--- src/rtl/kamacore_hazard_scoreboard_if.sv ---
// Issue, completion and stall bundle between ID/EX/WB and the hazard scoreboard.
// The master side drives register addresses and events; the slave side returns stall and pending state.
interface kamacore_hazard_scoreboard_if #(
    parameter int NREGS = 32,
    parameter int AW    = 5,
    parameter int LAT_W = 3
);
    logic [AW-1:0]    rs1_a;
    logic             rs1_used;
    logic [AW-1:0]    rs2_a;
    logic             rs2_used;
    logic             issue_valid;
    logic             issue_we;
    logic [AW-1:0]    issue_rd;
    logic [LAT_W-1:0] issue_lat;
    logic             kill_ex;
    logic             wb_valid;
    logic [AW-1:0]    wb_rd;
    logic             stall;
    logic             busy;
    logic [NREGS-1:0] pending_mask;

    modport master (
        output rs1_a, rs1_used, rs2_a, rs2_used,
        output issue_valid, issue_we, issue_rd, issue_lat,
        output kill_ex, wb_valid, wb_rd,
        input  stall, busy, pending_mask
    );

    modport slave (
        input  rs1_a, rs1_used, rs2_a, rs2_used,
        input  issue_valid, issue_we, issue_rd, issue_lat,
        input  kill_ex, wb_valid, wb_rd,
        output stall, busy, pending_mask
    );
endinterface

--- src/rtl/kamacore_hazard_scoreboard.sv ---
// Tracks in-flight register writes from issue to writeback and stalls ID on unforwardable operands.
// stall is combinational from ID inputs; pending state updates one cycle after issue/kill/wb.
module kamacore_hazard_scoreboard #(
    parameter int NREGS = 32,
    parameter int AW    = 5,
    parameter int LAT_W = 3
) (
    input logic                       clk,
    input logic                       rst_n,
    kamacore_hazard_scoreboard_if.slave sb
);
    logic [NREGS-1:0] pend_q, pend_d;
    logic [LAT_W-1:0] cnt_q [NREGS];
    logic [LAT_W-1:0] cnt_d [NREGS];
    logic             last_v_q, last_v_d;
    logic [AW-1:0]    last_rd_q, last_rd_d;

    logic rs1_haz, rs2_haz, waw_haz;
    logic accept, issue_wr, kill_hit, wb_hit;

    // A pending entry with a zero countdown is already on the bypass network, so reads proceed.
    assign rs1_haz = sb.rs1_used && (sb.rs1_a != '0) && pend_q[sb.rs1_a] && (cnt_q[sb.rs1_a] != '0);
    assign rs2_haz = sb.rs2_used && (sb.rs2_a != '0) && pend_q[sb.rs2_a] && (cnt_q[sb.rs2_a] != '0);
    assign waw_haz = sb.issue_we && (sb.issue_rd != '0) && pend_q[sb.issue_rd];

    assign sb.stall        = rs1_haz || rs2_haz || waw_haz;
    assign sb.busy         = |pend_q;
    assign sb.pending_mask = pend_q;

    assign accept   = sb.issue_valid && !sb.stall;
    assign issue_wr = accept && sb.issue_we && (sb.issue_rd != '0);
    assign kill_hit = sb.kill_ex && last_v_q;
    assign wb_hit   = sb.wb_valid && (sb.wb_rd != '0);

    always_comb begin
        pend_d    = pend_q;
        last_v_d  = 1'b0;
        last_rd_d = last_rd_q;
        for (int i = 0; i < NREGS; i++) begin
            cnt_d[i] = (cnt_q[i] != '0) ? cnt_q[i] - LAT_W'(1) : '0;
            // Later assignments win: decrement < writeback < kill < issue.
            if (wb_hit && (sb.wb_rd == AW'(i))) begin
                pend_d[i] = 1'b0;
                cnt_d[i]  = '0;
            end
            if (kill_hit && (last_rd_q == AW'(i))) begin
                pend_d[i] = 1'b0;
                cnt_d[i]  = '0;
            end
            if (issue_wr && (sb.issue_rd == AW'(i))) begin
                pend_d[i] = 1'b1;
                cnt_d[i]  = sb.issue_lat;
            end
        end
        pend_d[0] = 1'b0;
        cnt_d[0]  = '0;
        if (issue_wr) begin
            last_v_d  = 1'b1;
            last_rd_d = sb.issue_rd;
        end
    end

    always_ff @(posedge clk or negedge rst_n) begin
        if (!rst_n) begin
            pend_q    <= '0;
            last_v_q  <= 1'b0;
            last_rd_q <= '0;
            for (int i = 0; i < NREGS; i++) begin
                cnt_q[i] <= '0;
            end
        end else begin
            pend_q    <= pend_d;
            last_v_q  <= last_v_d;
            last_rd_q <= last_rd_d;
            for (int i = 0; i < NREGS; i++) begin
                cnt_q[i] <= cnt_d[i];
            end
        end
    end
endmodule

--- src/flat_wrapper.sv ---
// flat-port wrapper written by rule: the top's interface ports become plain ports
module kamacore_hazard_scoreboard_flat 
#(
    parameter int NREGS = 32,
    parameter int AW    = 5,
    parameter int LAT_W = 3
)
  (clk, rst_n, sb_rs1_a, sb_rs1_used, sb_rs2_a, sb_rs2_used, sb_issue_valid, sb_issue_we, sb_issue_rd, sb_issue_lat, sb_kill_ex, sb_wb_valid, sb_wb_rd, sb_stall, sb_busy, sb_pending_mask);
  kamacore_hazard_scoreboard_if #(.NREGS(NREGS), .AW(AW), .LAT_W(LAT_W)) sb_i ();
  input logic clk;
  input logic rst_n;
  input wire logic [$bits(sb_i.rs1_a)-1:0] sb_rs1_a;
  input wire logic [$bits(sb_i.rs1_used)-1:0] sb_rs1_used;
  input wire logic [$bits(sb_i.rs2_a)-1:0] sb_rs2_a;
  input wire logic [$bits(sb_i.rs2_used)-1:0] sb_rs2_used;
  input wire logic [$bits(sb_i.issue_valid)-1:0] sb_issue_valid;
  input wire logic [$bits(sb_i.issue_we)-1:0] sb_issue_we;
  input wire logic [$bits(sb_i.issue_rd)-1:0] sb_issue_rd;
  input wire logic [$bits(sb_i.issue_lat)-1:0] sb_issue_lat;
  input wire logic [$bits(sb_i.kill_ex)-1:0] sb_kill_ex;
  input wire logic [$bits(sb_i.wb_valid)-1:0] sb_wb_valid;
  input wire logic [$bits(sb_i.wb_rd)-1:0] sb_wb_rd;
  output wire logic [$bits(sb_i.stall)-1:0] sb_stall;
  output wire logic [$bits(sb_i.busy)-1:0] sb_busy;
  output wire logic [$bits(sb_i.pending_mask)-1:0] sb_pending_mask;
  assign sb_i.rs1_a = sb_rs1_a;
  assign sb_i.rs1_used = sb_rs1_used;
  assign sb_i.rs2_a = sb_rs2_a;
  assign sb_i.rs2_used = sb_rs2_used;
  assign sb_i.issue_valid = sb_issue_valid;
  assign sb_i.issue_we = sb_issue_we;
  assign sb_i.issue_rd = sb_issue_rd;
  assign sb_i.issue_lat = sb_issue_lat;
  assign sb_i.kill_ex = sb_kill_ex;
  assign sb_i.wb_valid = sb_wb_valid;
  assign sb_i.wb_rd = sb_wb_rd;
  assign sb_stall = sb_i.stall;
  assign sb_busy = sb_i.busy;
  assign sb_pending_mask = sb_i.pending_mask;
  kamacore_hazard_scoreboard #(.NREGS(NREGS), .AW(AW), .LAT_W(LAT_W)) u_core (.clk(clk), .rst_n(rst_n), .sb(sb_i));
endmodule
--- config.mk ---
export PLATFORM = sky130hd
export DESIGN_NAME = kamacore_hazard_scoreboard_flat
export DESIGN_NICKNAME = d
export VERILOG_FILES = /design/src/rtl/kamacore_hazard_scoreboard_if.sv /design/src/rtl/kamacore_hazard_scoreboard.sv /design/src/flat_wrapper.sv
export SDC_FILE = /design/constraint.sdc
export NUM_CORES = 1
export LEC_CHECK = 0
export BUFFER_PORTS_ARGS = -buffer_cell sky130_fd_sc_hd__clkbuf_2
export CELL_PAD_IN_SITES_DETAIL_PLACEMENT = 0
export CELL_PAD_IN_SITES_GLOBAL_PLACEMENT = 2
export CORE_AREA = 2 2 149 151
export CTS_BUF_LIST = sky130_fd_sc_hd__clkbuf_4 sky130_fd_sc_hd__clkbuf_8
export CTS_CLUSTER_SIZE = 28
export DETAILED_ROUTE_END_ITERATION = 8
export DIE_AREA = 0 0 151 153
export GPL_ROUTABILITY_DRIVEN = 1
export PLACE_DENSITY = 0.81
export SKIP_LAST_GASP = 1
export SYNTH_ARGS = -nofsm -noshare
export SYNTH_HDL_FRONTEND = slang
export SYNTH_SLANG_ARGS = --single-unit
--- constraint.sdc ---
create_clock -name clk -period 3.82 [get_ports clk]
set_input_delay 0.382 -clock clk [delete_from_list [all_inputs] [get_ports clk]]
set_output_delay 0.382 -clock clk [all_outputs]
set_load 0.05 [all_outputs]
==> impl_metrics.ini <==
[floorplanning]
rows = 54
die_area_um2 = 23100
start_util_pct = 40.44
num_io_pins = 65
core_area_um2 = 21490
dieWidth_um = 151
fp.dieH_um = 153

[setup_path]
arrival_ns = 3.23
r2r_end = u_core.cnt_q[3]
path_delay_family = buffers and inverters
worstPathRequired_ns = 3.44
crit_chain = clkbuf_2 -> inv_1 -> o221ai_1 -> nand4b_1 -> or4_4 -> o311ai_4 -> buf_12 -> or2_2 -> buf_12
crit_path_max_incr_delay_ns = 0.51
reg2reg_depth = 9
r2r-start = u_core.sb.pending_mask[18]
critPathBufInv = 4
slowest_stage = or4_4
path_max_fanout = 33
reg2reg_setup_slack_ns = 0.64
startpoint_type = input port
cp_common_cell = buf_12
endpoint_kind = output pin
critPathKind = in -> out

[synthesis]
synthFlopType = dfrtp_1
yosysTopAreaCellShare_pct = 37.44
yosysWarnings = 0
ys_seq_area_share_pct = 37.44
ys_ff_latch = 130
netlist_area_um2 = 8688
syn_inst = 870
synth_edf_count = 0
avgSynthCellArea_um2 = 9.987
ys_async_sr_fraction_pct = 100.0
yosysTopAreaCell = dfrtp_1
synth_fp_nets = 901
synth.area.top_cells = dfrtp_1 37%, mux2_2 9.9%, nor4_4 5.6%
ys_types = 62

[sta]
holdWs_ns = -0.001728
hold_viol = 1
worstMarginPinSlew_ns = 0.9602
max_freq_ghz = 0.2769
setup_violations = 0
finClkSkew_ns = 0.01254
fin_crit_ns = 3.612
rsz0062_at_grt = no
relSlewSlack_pct = 35.81
finalSetupTns_ns = 0
finalCritPeriodShare_pct = 94.55
maxSlewViolCount = 0
setup_slack_ns = 0.2081

[final_layout]
regArea_um2 = 3253
fin_cells = 1216
fillCellCount = 2094
finalNetCount = 955
diodes = 0
layout_common_cells = 130 x dfrtp_1, 91 x nand2_1, 79 x nor2_1, 76 x mux2_2, 61 x clkbuf_2
layout_commonest_cell = dfrtp_1
area_growth_pct = 11.95
utilization_pct = 45.27
layout-drive-gt1-share_pct = 26.71
multi_input_area_um2 = 5065

[clocking]
cts_buffers = 17
clk_pin_slew_worst_paths_ns = 0.07
insertion_delay_ns = 0.46
clock_sinks = 130
cts_tree = yes
cts_setup_buffers = 0
root_buffer = clkbuf_8
cts_resized = 0
hold_buffers = 0
clockBufferDepth = 2
cts_htree_levels = 4

[run_status]
violations = hold timing
status = complete, but fails checks

[pwr]
p_leak_nw = 4.085
power_density_nw_per_um2 = 405.1
vdd_drop_max_mv = 0.2144

[place]
dpl.hpwl_um = 20050
place_congestion = 0.9153
dp.cells = 1185
preCtsSetupSlack_ns = 0.2091
portBuffers = 63

[global_routing]
grt-ovfl-total = 0
grt_max_degree = 94
grt_use_total_pct = 24.54
antenna_found_initial = 0
grt_pass1_wl_um = 42290
grt_pass1_vias = 6917

[job]
cap_viol_max_count = 0

[routing]
drt.antenna.violating_nets = 0
wl_per_cell_um = 22.52
wirelength_um = 27380
remaining_drc_errors = 0
num_vias = 7157
drt_iter0_markers = 539
avgViaCountPerCell = 5.886
firstDrtPassIters = 5

[hold_path]
hold_class = in -> async
per-stage QoR:
step | total power, mW | instance area [um^2]
floorplan | 2.266 | 8688
global placement | 2.585 | 9274
detailed placement | 2.585 | 9274
CTS | 3.972 | 9727
global route | 4.107 | 9727
finish | 3.940 | 9727
final cells by class:
class	instances	share of cell area, %
tap	280	3.602
inverter	37	1.428
clock buffer	21	2.778
timing repair buffer	77	4.798
multi-input combinational	661	52.07
sequential	130	33.44
clock inverter	10	1.878
metal layers:
layer | vias up | routed length (um) | GRT usage [%]
li1 | 3359 | - | -
met1 | 3542 | 12220 | 33.80
met2 | 222 | 12830 | 38.70
met3 | 34 | 1671 | 4.866
met4 | 0 | 654 | 8.100
met5 | - | 0 | 0
cells in the mapped netlist, types with 3 or more instances:
cell,n
a2111oi_0,5
a211oi_1,7
a21o_1,28
a21oi_1,42
and3_1,4
buf_1,3
buf_2,11
buf_6,7
clkbuf_1,19
dfrtp_1,130
inv_1,37
mux2_1,19
mux2_2,76
mux2_4,6
mux2i_1,7
mux4_2,18
nand2_1,91
nand2b_1,15
nand3_1,9
nand3b_1,9
nor2_1,79
nor2b_1,7
nor3_1,49
nor3_2,4
nor3b_1,34
nor4_1,20
nor4_4,23
nor4b_1,5
o2111ai_1,3
o211ai_1,4
o21ai_0,9
o221ai_1,5
o22ai_1,34
o2bb2ai_1,3
o31ai_1,3
o41ai_1,4
or2_2,3
or3_1,5
or4_4,3
power breakdown:
part           total (mW)  switching (mW)  leakage [nW]  internal [mW]
clock                1.37           0.565         0.222          0.810
sequential           1.63           0.166          1.78           1.46
combinational       0.937           0.639          2.09          0.298
registers in the layout, indices dropped and copies added, names as in the netlist:
signal and flops:
u_core.last_v_q 1, u_core.sb.pending_mask 31, u_core.cnt_q 93, u_core.last_rd_q 5
logic make-up (layout without fill, tap and decap cells):
| logic type | after synthesis | count (layout) | synth area share [%] |
|---|---|---|---|
| AND/OR/NAND/NOR | 374 | 374 | 26.80 |
| other | 1 | 1 | 0.04316 |
| buffers and inverters | 79 | 145 | 4.263 |
| multiplexers | 126 | 126 | 18.82 |
| flip-flops | 130 | 130 | 37.44 |
| AO/OA/AOI/OAI | 160 | 160 | 12.63 |
worst max-delay path by stage:
stage | to | cells past startpoint | start
floorplan | sb_stall | 7 | u_core.sb.pending_mask[9]
CTS | sb_stall | 9 | sb_rs2_a[0]
detailed placement | sb_stall | 9 | sb_rs2_a[0]
global placement | sb_stall | 9 | sb_rs2_a[0]
global route | sb_stall | 9 | sb_rs2_a[0]
finish | sb_stall | 9 | sb_rs2_a[0]
worst register-to-register path, cell delays in order, from the launching register on:
cell,delay (ns)
dfrtp_1,0.50
mux4_2,0.50
nor2b_1,0.15
a211oi_2,0.21
a21oi_1,0.09
a21o_1,0.20
and3_4,0.37
buf_4,0.27
nor4_4,0.40
mux2_2,0.38
(Power assumes the default switching activity.)
